===== config.mk =====
export PLATFORM = sky130hd
export DESIGN_NAME = model_vertex_transform
export DESIGN_NICKNAME = d
export VERILOG_FILES = /design/src/rtl/model_vertex_transform_pkg.sv /design/src/rtl/model_vertex_transform_fxp_round_sat.sv /design/src/rtl/model_vertex_transform.sv
export SDC_FILE = /design/constraint.sdc
export NUM_CORES = 2
export LEC_CHECK = 0
export ABC_AREA = 0
export BUFFER_PORTS_ARGS = -buffer_cell sky130_fd_sc_hd__buf_2
export CORE_MARGIN = 5
export CORE_UTILIZATION = 30
export DETAILED_ROUTE_END_ITERATION = 6
export HOLD_SLACK_MARGIN = 0.06
export SLEW_MARGIN = 0
export SYNTH_ARGS = -nofsm -noshare
export SYNTH_HDL_FRONTEND = slang
export SYNTH_HIERARCHICAL = 1
export SYNTH_SLANG_ARGS = --single-unit

===== constraint.sdc =====
create_clock -name Clk -period 32.7 [get_ports Clk]
set_input_delay 1.635 -clock Clk [delete_from_list [all_inputs] [get_ports Clk]]
set_output_delay 1.635 -clock Clk [all_outputs]
set_load 0.005 [all_outputs]

===== src/rtl/model_vertex_transform_pkg.sv =====
// Shared fixed-point constants and FSM state type for the vertex transform stages.
// Latency: n/a (declarations only).
// Backpressure: n/a.
package model_vertex_transform_pkg;

  localparam int VT_WOI = 8;
  localparam int VT_WOF = 8;
  localparam int VT_WW  = VT_WOI + VT_WOF;
  localparam int VT_ACCW = 2 * VT_WW + 4;

  // Column of the model matrix holding the translation term of each row.
  localparam int TCOL = 3;

  typedef enum logic [1:0] {
    IDLE = 2'd0,
    MAC  = 2'd1,
    OUT  = 2'd2
  } vt_state_t;

endpackage


===== src/rtl/model_vertex_transform_fxp_round_sat.sv =====
// Rounds a wide Q(2I).(2F) accumulator to Q(I).(F), half toward +inf, then saturates.
// Latency: combinational.
// Backpressure: none; pure function of its input.
module fxp_round_sat #(
  parameter int ACCW = 36,
  parameter int WI   = 8,
  parameter int WF   = 8
) (
  input  logic signed [ACCW-1:0]  din,
  output logic        [WI+WF-1:0] dout,
  output logic                    ovf
);

  localparam int W = WI + WF;
  localparam logic signed [ACCW-1:0] MAXV = {{(ACCW-W+1){1'b0}}, {(W-1){1'b1}}};
  localparam logic signed [ACCW-1:0] MINV = {{(ACCW-W+1){1'b1}}, {(W-1){1'b0}}};

  logic signed [ACCW-1:0] biased;
  logic signed [ACCW-1:0] shifted;

  always_comb begin
    biased  = din + (ACCW'(1) << (WF - 1));
    shifted = biased >>> WF;
    dout    = shifted[W-1:0];
    ovf     = 1'b0;
    if (shifted > MAXV) begin
      dout = MAXV[W-1:0];
      ovf  = 1'b1;
    end else if (shifted < MINV) begin
      dout = MINV[W-1:0];
      ovf  = 1'b1;
    end
  end

endmodule


===== src/rtl/model_vertex_transform.sv =====
// Applies a snapshotted 4x4 model matrix (row 3 = 0,0,0,1) to one vertex using a single shared MAC.
// Latency: out_valid 9 cycles after the accept edge; at most one vertex per 11 cycles.
// Backpressure: result held in OUT until out_ready; in_ready low from accept until that handshake.
module model_vertex_transform
  import model_vertex_transform_pkg::*;
#(
  parameter int WOI  = VT_WOI,
  parameter int WOF  = VT_WOF,
  parameter int ACCW = 2 * (WOI + WOF) + 4
) (
  input  logic                          Clk,
  input  logic                          Reset,
  input  logic [15:0][WOI+WOF-1:0]      model_matrix,
  input  logic [WOI+WOF-1:0]            in_x,
  input  logic [WOI+WOF-1:0]            in_y,
  input  logic [WOI+WOF-1:0]            in_z,
  input  logic                          in_valid,
  output logic                          in_ready,
  output logic [WOI+WOF-1:0]            out_x,
  output logic [WOI+WOF-1:0]            out_y,
  output logic [WOI+WOF-1:0]            out_z,
  output logic [2:0]                    out_ovf,
  output logic                          out_valid,
  input  logic                          out_ready
);

  localparam int W = WOI + WOF;

  vt_state_t state, state_nxt;

  logic [11:0][W-1:0]     mreg;
  logic [2:0][W-1:0]      vreg;
  logic signed [ACCW-1:0] acc;
  logic [1:0]             row;
  logic [1:0]             col;

  logic [3:0]             midx;
  logic [3:0]             tidx;
  logic signed [2*W-1:0]  prod;
  logic signed [ACCW-1:0] prod_ext;
  logic signed [ACCW-1:0] trans_ext;
  logic signed [ACCW-1:0] sum;
  logic signed [ACCW-1:0] fin;
  logic [W-1:0]           rs_dat;
  logic                   rs_ovf;
  logic                   unused_mat;

  // Row 3 of the matrix is implied, so entries 12..15 are never read.
  assign unused_mat = ^model_matrix[15:12];

  assign midx = {row, col};
  assign tidx = {row, 2'(TCOL)};

  always_comb begin
    prod      = $signed(mreg[midx]) * $signed(vreg[col]);
    prod_ext  = {{(ACCW-2*W){prod[2*W-1]}}, prod};
    trans_ext = {{(ACCW-W-WOF){mreg[tidx][W-1]}}, mreg[tidx], {WOF{1'b0}}};
    sum       = acc + prod_ext;
    fin       = sum + trans_ext;
  end

  fxp_round_sat #(
    .ACCW (ACCW),
    .WI   (WOI),
    .WF   (WOF)
  ) u_round_sat (
    .din  (fin),
    .dout (rs_dat),
    .ovf  (rs_ovf)
  );

  assign in_ready  = (state == IDLE);
  assign out_valid = (state == OUT);

  always_ff @(posedge Clk) begin
    if (Reset) state <= IDLE;
    else       state <= state_nxt;
  end

  always_comb begin
    state_nxt = state;
    case (state)
      IDLE:    if (in_valid) state_nxt = MAC;
      MAC:     if (row == 2'd2 && col == 2'd2) state_nxt = OUT;
      OUT:     if (out_ready) state_nxt = IDLE;
      default: state_nxt = IDLE;
    endcase
  end

  always_ff @(posedge Clk) begin
    if (Reset) begin
      mreg    <= '0;
      vreg    <= '0;
      acc     <= '0;
      row     <= '0;
      col     <= '0;
      out_x   <= '0;
      out_y   <= '0;
      out_z   <= '0;
      out_ovf <= '0;
    end else begin
      case (state)
        IDLE: begin
          if (in_valid) begin
            mreg    <= model_matrix[11:0];
            vreg    <= {in_z, in_y, in_x};
            acc     <= '0;
            row     <= '0;
            col     <= '0;
            out_ovf <= '0;
          end
        end
        MAC: begin
          if (col == 2'd2) begin
            // Row complete: fold in translation, round into that coordinate.
            case (row)
              2'd0:    begin out_x <= rs_dat; out_ovf[0] <= rs_ovf; end
              2'd1:    begin out_y <= rs_dat; out_ovf[1] <= rs_ovf; end
              default: begin out_z <= rs_dat; out_ovf[2] <= rs_ovf; end
            endcase
            acc <= '0;
            col <= '0;
            row <= row + 2'd1;
          end else begin
            acc <= sum;
            col <= col + 2'd1;
          end
        end
        default: ;
      endcase
    end
  end

endmodule


---- Word level (Yosys, flattened, before mapping) ----
Index checks and enable logic that the tools add are counted.
operators by class
  multipliers ............................. 1
  $add $sub $neg .......................... 5
  muxes and demuxes ....................... 28
  reductions and logical operators ........ 15
  equal/unequal tests ..................... 12
  bitwise gates (word level) .............. 1
  order comparisons ....................... 5
operator list
  kind                   number
  $mux 16                5
  $mux 36                2
  $pmux 36 s2            1
  $bmux 16 s2            2
  $bmux 16 s4            1
  $add 36x24->36         1
  $add 36x32->36         1
  $add 36x9->36 const B  1
  $mul 16x16->32         1
  $gt 28x16->1 const B   1
  $lt 28x16->1 const B   1
  $reduce_and 3->1       5
  $mux 2                 6
  $reduce_and 4->1       3
  $lt 4x5->1 const B     2
  $ne 2x2->1 const B     4
  $pmux 2 s2             2
  $eq 2x2->1 const B     3
  $mux 3                 2
  $ne 2x1->1 const B     3
  $pmux 2 s3             1
  $pmux 3 s2             1
  $mux 1                 5
  $add 2x1->2 const B    2
  other kinds (8)        11
word-level totals
  logic and storage cells ................. 92
  output and inout port bits .............. 53
  register bits ........................... 333
  input bits .............................. 308

---- Depth between registers and ports, before layout ----
  word-level depth ........................ 12
  depth in mapped cells ................... 51
  depth with buffers taken out ............ 48

---- Hierarchy ----
The synthesis kept the hierarchy.
modules (own cells, without submodules)
  module                  seq. area each (um^2)  cells each  area an instance (um^2)  instances
  model_vertex_transform  6,666.4                3,058       26,340.3                 1
  fxp_round_sat           0.0                    163         1,119.8                  1

---- Least setup slack after synthesis ----
OpenSTA, ideal clock, no wires.
  path kind ............................... reg2reg
  start point ............................. register col[0]
  end point ............................... register out_ovf[2]
  buffers on the path ..................... 4
  clock period less this slack ............ 10.377 ns
  setup slack ............................. 22.323 ns
  arrival time ............................ 10.250 ns
  required time ........................... 32.572 ns
  library setup time ...................... 0.128 ns
  cell stages (with the launch flop) ...... 46
  cell sequence ........................... dfxtp_1 buf_6 buf_6 buf_4 buf_4 mux2_2 a21oi_1 o22a_1 nor2_1 fa_1 inv_1 fa_1 fa_1 inv_1 fa_1 fa_1 inv_1 fa_1 (+10 left out) xor2_1 ha_1 nand3_1 or4_1 o21ba_2 o21ai_0 xor2_1 nand3_1 or2_2 nor4_2 xnor2_1 inv_1 nor3_1 a21boi_1 o211ai_1 a21oi_1 a21oi_1 nor2_1
between the ends
  cells in the longest elaborated chain, start to end .. 12
  elaborated cells between the ends (all ways) .. 18
  those cells by class .................... add/sub: 3; mul: 1; order compare: 2; eq/ne: 2; mux: 9; reduce/logical: 1
RTL lines
  what                                               line                                        source
  start: declaration                                 model_vertex_transform.sv:35                logic [1:0] col;
  start signal: assignment                           model_vertex_transform.sv:126               col <= col + 2'd1;
  $bmux 16 s4 / $bmux 16 s2 (equally long branches)  model_vertex_transform.sv:55                prod = $signed(mreg[midx]) * $signed(vreg[col]);
  $mux 16 (not written as such)                      model_vertex_transform.sv:55
  $mul 16x16->32 (*)                                 model_vertex_transform.sv:55
  $add 36x32->36 (*)                                 model_vertex_transform.sv:58                sum = acc + prod_ext;
  $add 36x24->36 (*)                                 model_vertex_transform.sv:59                fin = sum + trans_ext;
  net fin[28]                                        model_vertex_transform.sv:43                logic signed [ACCW-1:0] fin;
  $add 36x9->36 (*)                                  model_vertex_transform_fxp_round_sat.sv:22  biased = din + (ACCW'(1) << (WF - 1));
  $lt 28x16->1                                       model_vertex_transform_fxp_round_sat.sv:29  end else if (shifted < MINV) begin
  $mux 1                                             model_vertex_transform_fxp_round_sat.sv:29
  $mux 1 (*)                                         model_vertex_transform_fxp_round_sat.sv:26  if (shifted > MAXV) begin
  net rs_ovf                                         model_vertex_transform.sv:45                logic rs_ovf;
  $mux 1 (*)                                         model_vertex_transform.sv:116               case (row)
  $mux 3 (*)                                         model_vertex_transform.sv:114               if (col == 2'd2) begin
  $pmux 3 s2 (*)                                     model_vertex_transform.sv:102               case (state)
  end signal: assignment                             model_vertex_transform.sv:119               default: begin out_z <= rs_dat; out_ovf[2] <= rs_ovf; end
  end: declaration                                   model_vertex_transform.sv:22                output logic [2:0] out_ovf,
Mark *: on every way through the listed nets, which the timed path passes. The rest lies on a longest branch. The select of a mux whose other input is x is not followed.
A chain may end at the register's enable or synchronous reset.

---- Final worst setup path ----
  start point ............................. register col[0]
  end point ............................... register out_ovf[1]
The elaborated chain is that of the path after synthesis.

==> metrics.md <==
| Metric | Value |
|---|---|
| Yosys warns | 6 |
| CTS Buffer Depth | 3 |
| CP max FO | 45 |
| Top cells by count, synth | nand2_1, a21oi_1, inv_1 |
| TritonCTS Buffers | 37 |
| Critical Path RT | roughly 33000 ps |
| Syn nets | 3983 |
| IO Count | 361 |
| Final WL | 83700 µm |
| Reg2reg end | out_ovf[1] |
| Initial DRC count | approximately 1900 |
| Core Region | 0.0912 mm² |
| CTS Sinks | about 330 |
| Synth area leaders | dfxtp_1, fa_1, nand2_1 |
| Fin crit share | 40.2% |
| Status | complete, no violations |
| Vias in the first global route | 23031 |
| Leakage | 14.1 nW |
| Share of cells above drive strength 1 | 14.4% |
| Clock root buffer | clkbuf_16 |
| Worst setup margin | 19550 ps |
| # nets final | 4184 |
| Post-CTS Setup Bufs | 0 |
| Fraction of registers with async set/reset | 0% |
| Worst Reg-to-Reg Cells | 41 |
| Final Hold Fails | 0 |
| DP HPWL | approximately 65000 µm |
| RSZ-0062 raised after global routing | no |
| RR Startpoint | col[0] |
| DIE AREA | 0.0977 mm² |
| ANT nets after route | 0 |
| Clock power frac | 28.2% |
| Synth area leader | dfxtp_1 |
| Synth Register Bits | 333 |
| First-pass GRT wire length | 132000 µm |
| Mapped Area | 0.0275 mm² |
| Maxcap violations | 0 |
| Core Rows | around 110 |
| Sw Share | between 40 and 50% |
| Gp weighted congestion | 0.866 |
| Largest net degree at the start of global routing | between 150 and 200 |
| CP peak stage delay | 810 ps |
| Critical Path Start Type | flip-flop |
| H-tree Lvls | 2 |
| R2r setup slk | around 20000 ps |
| Die Span Y | 313 µm |
| Fmax | 76.0 MHz |
| Post-synth top area share | 24.3% |
| Avg Inst Size Synth | 8.53 µm² |
| Rel. slew slack | 30.0% |
| Max IR drop VDD | 42.1 µV |
| P&R area growth vs syn | 14.2% |
| Pwr/cell area | 50.7 mW/mm² |
| Vias | 22796 |
| Horiz. Die Dim | 313 µm |
| Util after Layout | 34.4% |
| Vias/cell | 4.92 |
| DP Worst Slack | 19670 ps |
| Post-synth EDFFs | 0 |
| CP most frequent cell | fa_1 |
| Power share of the sequential group | 28.2% |
| HP Class | flip-flop to flip-flop |
| Crit path DAT | 13570 ps |
| Least-Margin Pin Slew | 1050 ps |
| CP endpoint kind | flip-flop |
| Initial Util | between 30% and 40% |
| DRC viols | 0 |
| Drt first pass iters | 5 |
| Internal power | 0.945 mW |
| Grt total ovfl | 0 |
| IO Port Bufs | 296 |
| Min cycle time layout | between 10000 and 15000 ps |
| Endpoint, Worst Hold | mreg[109] |
| Worst Hold Depth | 2 |
| Hold buffers post-CTS | 0 |
| Setup TNS | 0 ps |
| Sw Pwr | 0.644 mW |
| GRT Util Overall | between 10% and 20% |
| Logic pwr share | 43.6% |
| Worst clock skew | 45.3 ps |
| # resized after CTS | 0 |
| Initial antenna violation count | 3 |
| Cell count after synthesis | 3221 |
| Clock Latency Late Sink | 580 ps |
| HP Start | mreg[109] |
| CTS clock-pin slew for the worst setup and hold paths | 60 ps |
| CTS tree | built |
| Sequential area share after synthesis | 24.3% |
| Final setup viols | 0 |
| Primary FF master, synth | dfxtp_1 |
| Crit Path Category | flip-flop to flip-flop |
| Most common cell in the netlist | nand2_1 |
| Critical path's slowest cell | buf_4 |
| Netlist cell types | 82 |
| Wire per inst | between 15 and 20 µm |
| Max-slew violation count | 0 |
## power groups by stage
stage / logic [mW] / clock network, mW / registers (mW)
3_5_place_dp: 0.683 / 0 / 0.457
2_1_floorplan: 0.515 / 0 / 0.448
3_3_place_gp: 0.677 / 0 / 0.456
4_1_cts: 0.692 / 0.456 / 0.448
5_1_grt: 0.768 / 0.472 / 0.451
6_report: 0.692 / 0.449 / 0.448
## how the worst max path moves through the flow
| stage | end | slack, ps | depth (start not counted) | from |
|---|---|---|---|---|
| final | out_ovf[1] | 19550 | 41 | col[0] |
| after global routing | out_ovf[0] | 18700 | 41 | col[0] |
| after CTS | out_y[12] | 19620 | 37 | col[0] |
| after detailed placement | out_y[12] | 19670 | 37 | col[0] |
| after global placement | out_y[12] | 19710 | 37 | col[0] |
| after floorplan | out_ovf[2] | 22320 | 45 | col[0] |
## worst max-delay path: cells and delay by family (launching register included)
family	cells	cell delay, ps
muxes	2	990
and+or+nand+nor	9	1990
AOI/OAI and AO/OA	15	3860
DFF	1	730
buffers and inverters	5	1010
xor gates and xnor gates	2	520
adders and majority gates	8	3810
## per-layer routing
layer	vias to the layer above	global-route usage (%)	part of all wire, %
met4	0	3.82	2.3
met2	670	27.6	46
met1	11204	23.1	44
met5	-	0	0
li1	10819	-	-
met3	103	3.52	7.1
## final cells by class
| class | count | area, µm² |
|---|---|---|
| fill | 9507 | 59900 |
| multi-input combinational | 2356 | 18700 |
| sequential | 333 | 6670 |
| timing repair buffer | 336 | 1820 |
| tap | 1186 | 1480 |
| inverter | 358 | 1340 |
| clock buffer | 48 | 1040 |
| clock inverter | 14 | 254 |
| antenna | 1 | 2.50 |
## through the flow
| step | area, µm² | total power [mW] | hold WS (ps) | cells |
|---|---|---|---|---|
| 3_3_place_gp | 30100 | 1.13 | 440 | 4569 |
| 3_5_place_dp | 30100 | 1.14 | 444 | 4569 |
| 4_1_cts | 31400 | 1.60 | 455 | 4631 |
| 5_1_grt | 31400 | 1.69 | 470 | 4631 |
| 2_1_floorplan | 27500 | 0.963 | 432 | 3221 |
| 6_report | 31400 | 1.59 | 451 | 4632 |
## layout by cell type, fill, tap and decap left out, types with 18 or more instances in the layout
cell,count
a21o_1,28
a21oi_1,377
a22oi_1,22
a31oi_1,18
and2_1,33
buf_2,295
buf_4,38
clkbuf_16,37
dfxtp_1,331
fa_1,315
ha_1,139
inv_1,357
mux2i_1,51
mux4_2,44
nand2_1,757
nand2b_1,27
nand3_1,25
nor2_1,128
nor2b_1,47
nor3_1,32
o21ai_0,49
xnor2_1,52
xor2_1,28
## cell families (layout without fill, tap and decap cells)
| group | Yosys count | after routing | synth area share, % |
|---|---|---|---|
| AOI/OAI and AO/OA | 610 | 610 | 13.3 |
| DFF | 333 | 333 | 24.3 |
| adders and majority gates | 454 | 454 | 29.3 |
| xor gates and xnor gates | 80 | 80 | 2.55 |
| and+or+nand+nor | 1111 | 1111 | 17.2 |
| buffers and inverters | 532 | 756 | 7.65 |
| other | 0 | 1 | 0 |
| muxes | 101 | 101 | 5.71 |
## state kept, by name, indices dropped and copies added, names as in the netlist
name	flops
acc	36
col	2
mreg	192
out_ovf	3
out_x	16
out_y	16
out_z	16
row	2
state	2
vreg	48
(Power assumes the default switching activity.)
